==> src/rtl/uart_mem_streamer_pkg.sv <==
// Shared types for the UART memory streamer: FSM state encoding and the
// bytes-per-word framing helper.
package uart_mem_streamer_pkg;

  typedef enum logic [3:0] {
    IDLE,
    TX_READ,
    TX_WAIT,
    TX_LOAD,
    TX_BYTE,
    TX_GAP,
    RX_COLLECT,
    RX_WRITE,
    DONE
  } streamer_state_t;

  function automatic int unsigned bytes_per_word(input int unsigned word_w,
                                                 input int unsigned byte_w);
    return (word_w + byte_w - 1) / byte_w;
  endfunction

endpackage

==> src/rtl/uart_mem_streamer_word_byte_packer.sv <==
// One-word byte packer: parallel load then LSB-first shift-out for TX, or
// byte-indexed assembly for RX, sharing one register and one byte counter.
module word_byte_packer
  import uart_mem_streamer_pkg::*;
#(
  parameter int  WORD_W = 24,
  parameter int  BYTE_W = 8,
  localparam int NBYTES = bytes_per_word(WORD_W, BYTE_W),
  localparam int IDX_W  = (NBYTES > 1) ? $clog2(NBYTES) : 1
) (
  input  logic              clk,
  input  logic              rst,
  input  logic              clr,
  input  logic              load,
  input  logic [WORD_W-1:0] word_in,
  input  logic              shift,
  input  logic              byte_vld,
  input  logic [BYTE_W-1:0] byte_in,
  output logic [BYTE_W-1:0] low_byte,
  output logic [WORD_W-1:0] word_out,
  output logic [IDX_W-1:0]  byte_idx,
  output logic              last_byte
);

  localparam int REG_W = NBYTES * BYTE_W;

  logic [REG_W-1:0] sh_q, sh_d;
  logic [IDX_W-1:0] idx_q, idx_d, idx_next;

  assign last_byte = (idx_q == IDX_W'(NBYTES - 1));
  assign idx_next  = last_byte ? '0 : idx_q + IDX_W'(1);

  always_comb begin
    sh_d  = sh_q;
    idx_d = idx_q;
    if (clr) begin
      sh_d  = '0;
      idx_d = '0;
    end else if (load) begin
      // zero-extension makes the unused top bits of the last byte go out as 0
      sh_d  = REG_W'(word_in);
      idx_d = '0;
    end else if (shift) begin
      sh_d  = sh_q >> BYTE_W;
      idx_d = idx_next;
    end else if (byte_vld) begin
      sh_d[int'(idx_q)*BYTE_W +: BYTE_W] = byte_in;
      idx_d = idx_next;
    end
  end

  always_ff @(posedge clk) begin
    if (rst) begin
      sh_q  <= '0;
      idx_q <= '0;
    end else begin
      sh_q  <= sh_d;
      idx_q <= idx_d;
    end
  end

  assign low_byte = sh_q[BYTE_W-1:0];
  assign word_out = sh_q[WORD_W-1:0];
  assign byte_idx = idx_q;

endmodule

==> src/rtl/uart_mem_streamer.sv <==
// Host-side UART memory streamer: sends tx_len source words, then collects rx_len
// words into the sink RAM. Optional RX idle timeout: UART_MEM_STREAMER_RX_TIMEOUT_EN.
//
// state      | meaning
// IDLE       | waiting for start
// TX_READ    | source address driven with word index
// TX_WAIT    | source RAM read latency
// TX_LOAD    | source word loaded into the packer
// TX_BYTE    | wait for UART ready, launch low byte
// TX_GAP     | skip one cycle of stale ready; next byte or next word
// RX_COLLECT | assemble received bytes into a word
// RX_WRITE   | write assembled word to the sink RAM
// DONE       | session finished, done held until next start
module uart_mem_streamer
  import uart_mem_streamer_pkg::*;
#(
  parameter int  MEM_WORD_LENGTH   = 24,
  parameter int  MEM_DEPTH         = 4096,
  parameter int  UART_WIDTH        = 8,
  parameter int  RX_TIMEOUT_CYCLES = 5000000,
  localparam int ADDR_W            = $clog2(MEM_DEPTH)
) (
  input  logic                       clk,
  input  logic                       rst,
  input  logic                       start,
  input  logic [ADDR_W:0]            tx_len,
  input  logic [ADDR_W:0]            rx_len,
  output logic [ADDR_W-1:0]          src_addr,
  input  logic [MEM_WORD_LENGTH-1:0] src_data,
  output logic [ADDR_W-1:0]          dst_addr,
  output logic [MEM_WORD_LENGTH-1:0] dst_data,
  output logic                       dst_wrEn,
  input  logic                       txByteReady,
  output logic                       txByteStart,
  output logic [UART_WIDTH-1:0]      byteForTx,
  input  logic                       rx_new_byte_indicate,
  input  logic [UART_WIDTH-1:0]      byteFromRx,
  output logic                       busy,
  output logic                       done,
  output logic                       rx_timeout
);

  localparam int LEN_W    = ADDR_W + 1;
  localparam int BPW      = bytes_per_word(MEM_WORD_LENGTH, UART_WIDTH);
  localparam int PK_IDX_W = (BPW > 1) ? $clog2(BPW) : 1;

  streamer_state_t state_q, state_d;
  logic [LEN_W-1:0] word_q, word_d, word_inc;
  logic [LEN_W-1:0] tx_len_q, tx_len_d, rx_len_q, rx_len_d;
  logic [LEN_W-1:0] tx_len_sat, rx_len_sat;
  logic tx_start_q, tx_start_d;
  logic [UART_WIDTH-1:0] byte_q, byte_d;
  logic rx_timeout_q, rx_timeout_d;
  logic timeout_hit;

  logic pk_clr, pk_load, pk_shift, pk_byte_vld, pk_last;
  logic [UART_WIDTH-1:0] pk_low;
  logic [MEM_WORD_LENGTH-1:0] pk_word;
  logic [PK_IDX_W-1:0] pk_idx;

  word_byte_packer #(
    .WORD_W (MEM_WORD_LENGTH),
    .BYTE_W (UART_WIDTH)
  ) u_packer (
    .clk       (clk),
    .rst       (rst),
    .clr       (pk_clr),
    .load      (pk_load),
    .word_in   (src_data),
    .shift     (pk_shift),
    .byte_vld  (pk_byte_vld),
    .byte_in   (byteFromRx),
    .low_byte  (pk_low),
    .word_out  (pk_word),
    .byte_idx  (pk_idx),
    .last_byte (pk_last)
  );

  assign tx_len_sat = (tx_len > LEN_W'(MEM_DEPTH)) ? LEN_W'(MEM_DEPTH) : tx_len;
  assign rx_len_sat = (rx_len > LEN_W'(MEM_DEPTH)) ? LEN_W'(MEM_DEPTH) : rx_len;
  assign word_inc   = word_q + LEN_W'(1);

`ifdef UART_MEM_STREAMER_RX_TIMEOUT_EN
  localparam int TO_W = $clog2(RX_TIMEOUT_CYCLES + 1);
  logic [TO_W-1:0] to_cnt_q, to_cnt_d;

  // cleared by any received byte and by every entry into RX_COLLECT
  always_comb begin
    to_cnt_d = '0;
    if (state_q == RX_COLLECT && !rx_new_byte_indicate) to_cnt_d = to_cnt_q + TO_W'(1);
  end

  assign timeout_hit = (state_q == RX_COLLECT) && !rx_new_byte_indicate &&
                       (to_cnt_q == TO_W'(RX_TIMEOUT_CYCLES - 1));

  always_ff @(posedge clk) begin
    if (rst) to_cnt_q <= '0;
    else     to_cnt_q <= to_cnt_d;
  end
`else
  assign timeout_hit = 1'b0;
`endif

  always_comb begin
    state_d      = state_q;
    word_d       = word_q;
    tx_len_d     = tx_len_q;
    rx_len_d     = rx_len_q;
    tx_start_d   = 1'b0;
    byte_d       = byte_q;
    rx_timeout_d = rx_timeout_q;
    pk_clr       = 1'b0;
    pk_load      = 1'b0;
    pk_shift     = 1'b0;
    pk_byte_vld  = 1'b0;
    case (state_q)
      IDLE, DONE: begin
        if (start) begin
          word_d       = '0;
          tx_len_d     = tx_len_sat;
          rx_len_d     = rx_len_sat;
          rx_timeout_d = 1'b0;
          if (tx_len_sat != '0) begin
            state_d = TX_READ;
          end else if (rx_len_sat != '0) begin
            state_d = RX_COLLECT;
            pk_clr  = 1'b1;
          end else begin
            state_d = DONE;
          end
        end
      end
      TX_READ: state_d = TX_WAIT;
      TX_WAIT: state_d = TX_LOAD;
      TX_LOAD: begin
        pk_load = 1'b1;
        state_d = TX_BYTE;
      end
      TX_BYTE: begin
        if (txByteReady) begin
          tx_start_d = 1'b1;
          byte_d     = pk_low;
          pk_shift   = 1'b1;
          state_d    = TX_GAP;
        end
      end
      TX_GAP: begin
        // packer index wraps to 0 once the last byte of the word has gone out
        if (pk_idx != '0) begin
          state_d = TX_BYTE;
        end else if (word_inc == tx_len_q) begin
          word_d = '0;
          if (rx_len_q != '0) begin
            state_d = RX_COLLECT;
            pk_clr  = 1'b1;
          end else begin
            state_d = DONE;
          end
        end else begin
          word_d  = word_inc;
          state_d = TX_READ;
        end
      end
      RX_COLLECT: begin
        if (rx_new_byte_indicate) begin
          pk_byte_vld = 1'b1;
          if (pk_last) state_d = RX_WRITE;
        end else if (timeout_hit) begin
          state_d      = DONE;
          rx_timeout_d = 1'b1;
        end
      end
      RX_WRITE: begin
        // a byte landing here becomes byte 0 of the next word
        pk_byte_vld = rx_new_byte_indicate;
        word_d      = word_inc;
        state_d     = (word_inc == rx_len_q) ? DONE : RX_COLLECT;
      end
      default: state_d = IDLE;
    endcase
  end

  always_ff @(posedge clk) begin
    if (rst) begin
      state_q      <= IDLE;
      word_q       <= '0;
      tx_len_q     <= '0;
      rx_len_q     <= '0;
      tx_start_q   <= 1'b0;
      byte_q       <= '0;
      rx_timeout_q <= 1'b0;
    end else begin
      state_q      <= state_d;
      word_q       <= word_d;
      tx_len_q     <= tx_len_d;
      rx_len_q     <= rx_len_d;
      tx_start_q   <= tx_start_d;
      byte_q       <= byte_d;
      rx_timeout_q <= rx_timeout_d;
    end
  end

  assign src_addr    = word_q[ADDR_W-1:0];
  assign dst_addr    = word_q[ADDR_W-1:0];
  assign dst_data    = pk_word;
  assign dst_wrEn    = (state_q == RX_WRITE);
  assign txByteStart = tx_start_q;
  assign byteForTx   = byte_q;
  assign busy        = (state_q != IDLE) && (state_q != DONE);
  assign done        = (state_q == DONE);
  assign rx_timeout  = rx_timeout_q;

endmodule
==> config.mk <==
export PLATFORM = sky130hd
export DESIGN_NAME = uart_mem_streamer
export DESIGN_NICKNAME = d
export VERILOG_FILES = /design/src/rtl/uart_mem_streamer_pkg.sv /design/src/rtl/uart_mem_streamer_word_byte_packer.sv /design/src/rtl/uart_mem_streamer.sv
export SDC_FILE = /design/constraint.sdc
export NUM_CORES = 1
export LEC_CHECK = 0
export ABC_AREA = 1
export ABC_CLOCK_PERIOD_IN_PS = 2350
export BUFFER_PORTS_ARGS = -buffer_cell sky130_fd_sc_hd__buf_2
export CORE_AREA = 10 10 105 107
export CTS_CLUSTER_DIAMETER = 50
export DETAILED_ROUTE_END_ITERATION = 6
export DIE_AREA = 0 0 115 117
export GPL_ROUTABILITY_DRIVEN = 1
export GPL_TIMING_DRIVEN = 1
export PLACE_DENSITY = 0.79
export SYNTH_ARGS = -nofsm -noshare
export SYNTH_HDL_FRONTEND = slang
export SYNTH_SLANG_ARGS = --single-unit
==> constraint.sdc <==
create_clock -name clk -period 2.35 [get_ports clk]
set_input_delay 0 -clock clk [delete_from_list [all_inputs] [get_ports clk]]
set_output_delay 0 -clock clk [all_outputs]
set_load 0.05 [all_outputs]
==> results.sh <==
export IMPL_status="finished clean"
export IMPL_yosysMostFrequentCell="nand2_1"
export IMPL_worstSetupEndpointType="flip-flop"
export IMPL_wl_per_cell_um=16.1
export IMPL_ys_types=39
export IMPL_initial_utilization_pct=51.3
export IMPL_core_area_sq_um=9020
export IMPL_grt_pass1_wl_um=24900
export IMPL_leakage_nw=2.70
export IMPL_dpl_cell_area_sq_um=5390
export IMPL_criticalPathCategory="flip-flop to flip-flop"
export IMPL_clk_latency_ns=0.36
export IMPL_htreeDepth=3
export IMPL_max_slew_worst_pin_slew_ns=0.542
export IMPL_numCtsBuffers=9
export IMPL_yosys_warnings=0
export IMPL_synth_flop_cell="dfxtp_1"
export IMPL_routed_via_density=5.48
export IMPL_fin_crit_sh_pct=95.5
export IMPL_drt_total_wl_um=15700
export IMPL_avgSynthCellArea_sq_um=6.57
export IMPL_cp_endpoint="u_packer.word_out[15]$_SDFFE_PP0P_"
export IMPL_hold_path_class="input pin to flip-flop"
export IMPL_start_kind="flip-flop"
export IMPL_boundaryPins=124
export IMPL_final_util_pct=66.8
export IMPL_die_x_um=115
export IMPL_maxSlewHeadroom_pct=63.9
export IMPL_synth_seq_cells=78
export IMPL_diodes=0
export IMPL_yosys_area_top_type="dfxtp_1"
export IMPL_nets=928
export IMPL_area_growth_pct=30.2
export IMPL_hpwl_um=11600
export IMPL_clk_path_buf_depth=2
export IMPL_stdcell_area_sq_um=6030
export IMPL_fin_skew_ns=0.0158
export IMPL_antenna_found_initial=0
export IMPL_place_congestion=0.940
export IMPL_drt_iter0_markers=546
export IMPL_r2r_cells=16
export IMPL_synth_common_cells="nand2_1 (192), dfxtp_1 (78), inv_1 (66), nand3_1 (65), a21oi_1 (64)"
export IMPL_grt_max_degree=50
export IMPL_tritoncts="done"
export IMPL_io_buffers=122
export IMPL_synthTopCellsByArea="dfxtp_1 (34%), nand2_1 (16%), nand3_1 (7.0%)"
export IMPL_synth_cells=704
export IMPL_critPathLaunch="word_q[1]$_SDFFE_PP0P_"
export IMPL_synth_edff_count=0
export IMPL_synth_top_area_share_pct=33.7
export IMPL_syn_nets=772
export IMPL_worst_ep_required_time_ns=2.60
export IMPL_hold_viol=0
export IMPL_dr_pass1_iters=5
export IMPL_drc=0
export IMPL_syn_area_sq_um=4630
export IMPL_finalMaxSlewViolations=0
export IMPL_fin_cells=976
export IMPL_fp_dieArea_sq_um=13500
export IMPL_grt_overflow_total=0
export IMPL_arrival_ns=2.49
export IMPL_r2r_start="word_q[1]$_SDFFE_PP0P_"
export IMPL_place_inst=928
export IMPL_r2r_end="u_packer.word_out[15]$_SDFFE_PP0P_"
export IMPL_ctsRootBufferMaster="clkbuf_8"
export IMPL_die_y_um=117
export IMPL_ys_async_sr_fraction_pct=0
export IMPL_setup_viol=0
export IMPL_grt_pass1_vias=5125
export IMPL_vdd_drop_max_uv=407
export IMPL_clock_sinks=78
export IMPL_critPathMaxFanout=7
export IMPL_grtUsageTotal_pct=22.4
export IMPL_clock_fmax_mhz=446
export IMPL_power_density_nw_per_um2=547
export IMPL_min_period_ns=2.24
export IMPL_synth_seq_area_share_pct=33.7
export IMPL_drv_cap=0
export IMPL_clkTransAtPathRegs_ns=0.10
export IMPL_ant_nets=0
export IMPL_rows=35
export IMPL_dr_total_vias=5353
export IMPL_drive_gt1_share_pct=27.5
export IMPL_ff2ff_setup_slack_ns=0.11
-- sequential cells by signal, summed over array words and instances, names as in the netlist --
register and count:
u_packer.byte_idx 2, txByteStart 1, u_packer.word_out 24, byteForTx 8, state_q 4, word_q 13
tx_len_q 13, rx_len_q 13
-- final cells by class --
| class | instances | area (sq um) |
|---|---|---|
| fill | 775 | 2990 |
| multi-input combinational | 511 | 2660 |
| sequential | 78 | 1570 |
| timing repair buffer | 192 | 1230 |
| inverter | 68 | 255 |
| tap | 111 | 139 |
| clock buffer | 10 | 128 |
| clock inverter | 6 | 46.3 |
-- through the flow --
stage | worst slack [ns] | hold WS [ns] | total power [mW] | setup TNS, ns
CTS | -0.00236 | 0.00771 | 3.27 | -0.00413
global route | -0.122 | 0.0236 | 3.46 | -0.482
floorplan | 0.254 | 0.160 | 2.05 | 0
global placement | 0.0170 | 0.286 | 2.31 | 0
finish | 0.105 | 0.00503 | 3.30 | 0
detailed placement | -0.0901 | 0.288 | 2.32 | -1.36
-- worst max-delay path, stage by stage, from the launching register on --
cell	delay [ns]
dfxtp_2	0.36
buf_6	0.12
nand2_2	0.06
nor2_4	0.14
buf_12	0.12
nand3_1	0.08
nand2_2	0.12
nand2_2	0.07
nand2_2	0.07
nand2_1	0.07
nor2_2	0.10
nand3_2	0.10
nor2_4	0.17
buf_6	0.12
nand3_4	0.15
nand3_4	0.21
a211oi_1	0.06
-- where the power goes --
part | total, mW | switching, mW | internal (mW)
combinational | 0.908 | 0.603 | 0.306
clock | 0.928 | 0.539 | 0.389
sequential | 1.46 | 0.0655 | 1.40
total | 3.30 | 1.21 | 2.09
-- layer usage --
layer | GRT usage [%] | vias to the layer above | part of all wire (%)
met2 | 37.5 | 261 | 48
met4 | 4.95 | 0 | 1.3
li1 | - | 2606 | -
met1 | 28.4 | 2463 | 42
met3 | 5.45 | 23 | 9.3
met5 | 0 | - | 0
-- worst min path at each step --
| stage | end | cells after the start | startpoint |
|---|---|---|---|
| finish | u_packer.word_out[20]$_SDFFE_PP0P_ | 3 | src_data[20] |
| global route | u_packer.word_out[7]$_SDFFE_PP0P_ | 3 | src_data[7] |
| CTS | u_packer.word_out[7]$_SDFFE_PP0P_ | 3 | src_data[7] |
| detailed placement | tx_len_q[8]$_SDFFE_PP0P_ | 3 | tx_len[8] |
| global placement | rx_len_q[1]$_SDFFE_PP0P_ | 3 | rx_len[1] |
| floorplan | tx_len_q[0]$_SDFFE_PP0P_ | 2 | tx_len[0] |
-- kinds of logic (layout without fill, tap and decap cells) --
logic type | after synthesis | count (layout) | share of synthesized area [%]
other | 1 | 1 | 0.0810
DFF | 78 | 78 | 33.7
adders and majority gates | 5 | 5 | 1.35
xor gates and xnor gates | 6 | 6 | 1.43
buffers and inverters | 118 | 276 | 12.2
and+or+nand+nor | 377 | 380 | 36.5
AOI/OAI and AO/OA | 119 | 119 | 14.7
-- what timing repair did --
item / 4_1_cts / 5_1_grt
pin swaps: 1 / 5
setup endpoints to repair: 38 / 42
setup buffers: 0 / 1
endpoints found under the hold margin: 28 / 0
hold buffers: 28 / 0
gates resized for setup: 4 / 34
gates cloned: 2 / 1
-- cells in the final DEF (no fill, tap or decap), types with 3 or more instances in the layout --
| cell | n |
|---|---|
| nor2_4 | 4 |
| xor2_1 | 4 |
| a211oi_1 | 7 |
| o22ai_1 | 3 |
| or2_2 | 3 |
| ha_1 | 4 |
| a221oi_1 | 6 |
| a32o_1 | 3 |
| clkbuf_8 | 9 |
| inv_1 | 65 |
| nand2_1 | 183 |
| nor3_2 | 4 |
| nand3_4 | 5 |
| dfxtp_1 | 73 |
| nand3_1 | 61 |
| a31oi_1 | 3 |
| nand4_1 | 9 |
| nand3b_1 | 10 |
| buf_6 | 3 |
| dlygate4sd3_1 | 28 |
| nor2_2 | 11 |
| nand3_2 | 5 |
| a21oi_1 | 64 |
| buf_2 | 122 |
| o21ai_0 | 25 |
| nor2_1 | 60 |
| nor4_1 | 8 |
| buf_4 | 38 |
| dfxtp_2 | 4 |
| nand2_2 | 15 |
Note: power is estimated with default switching activity, not from simulation.
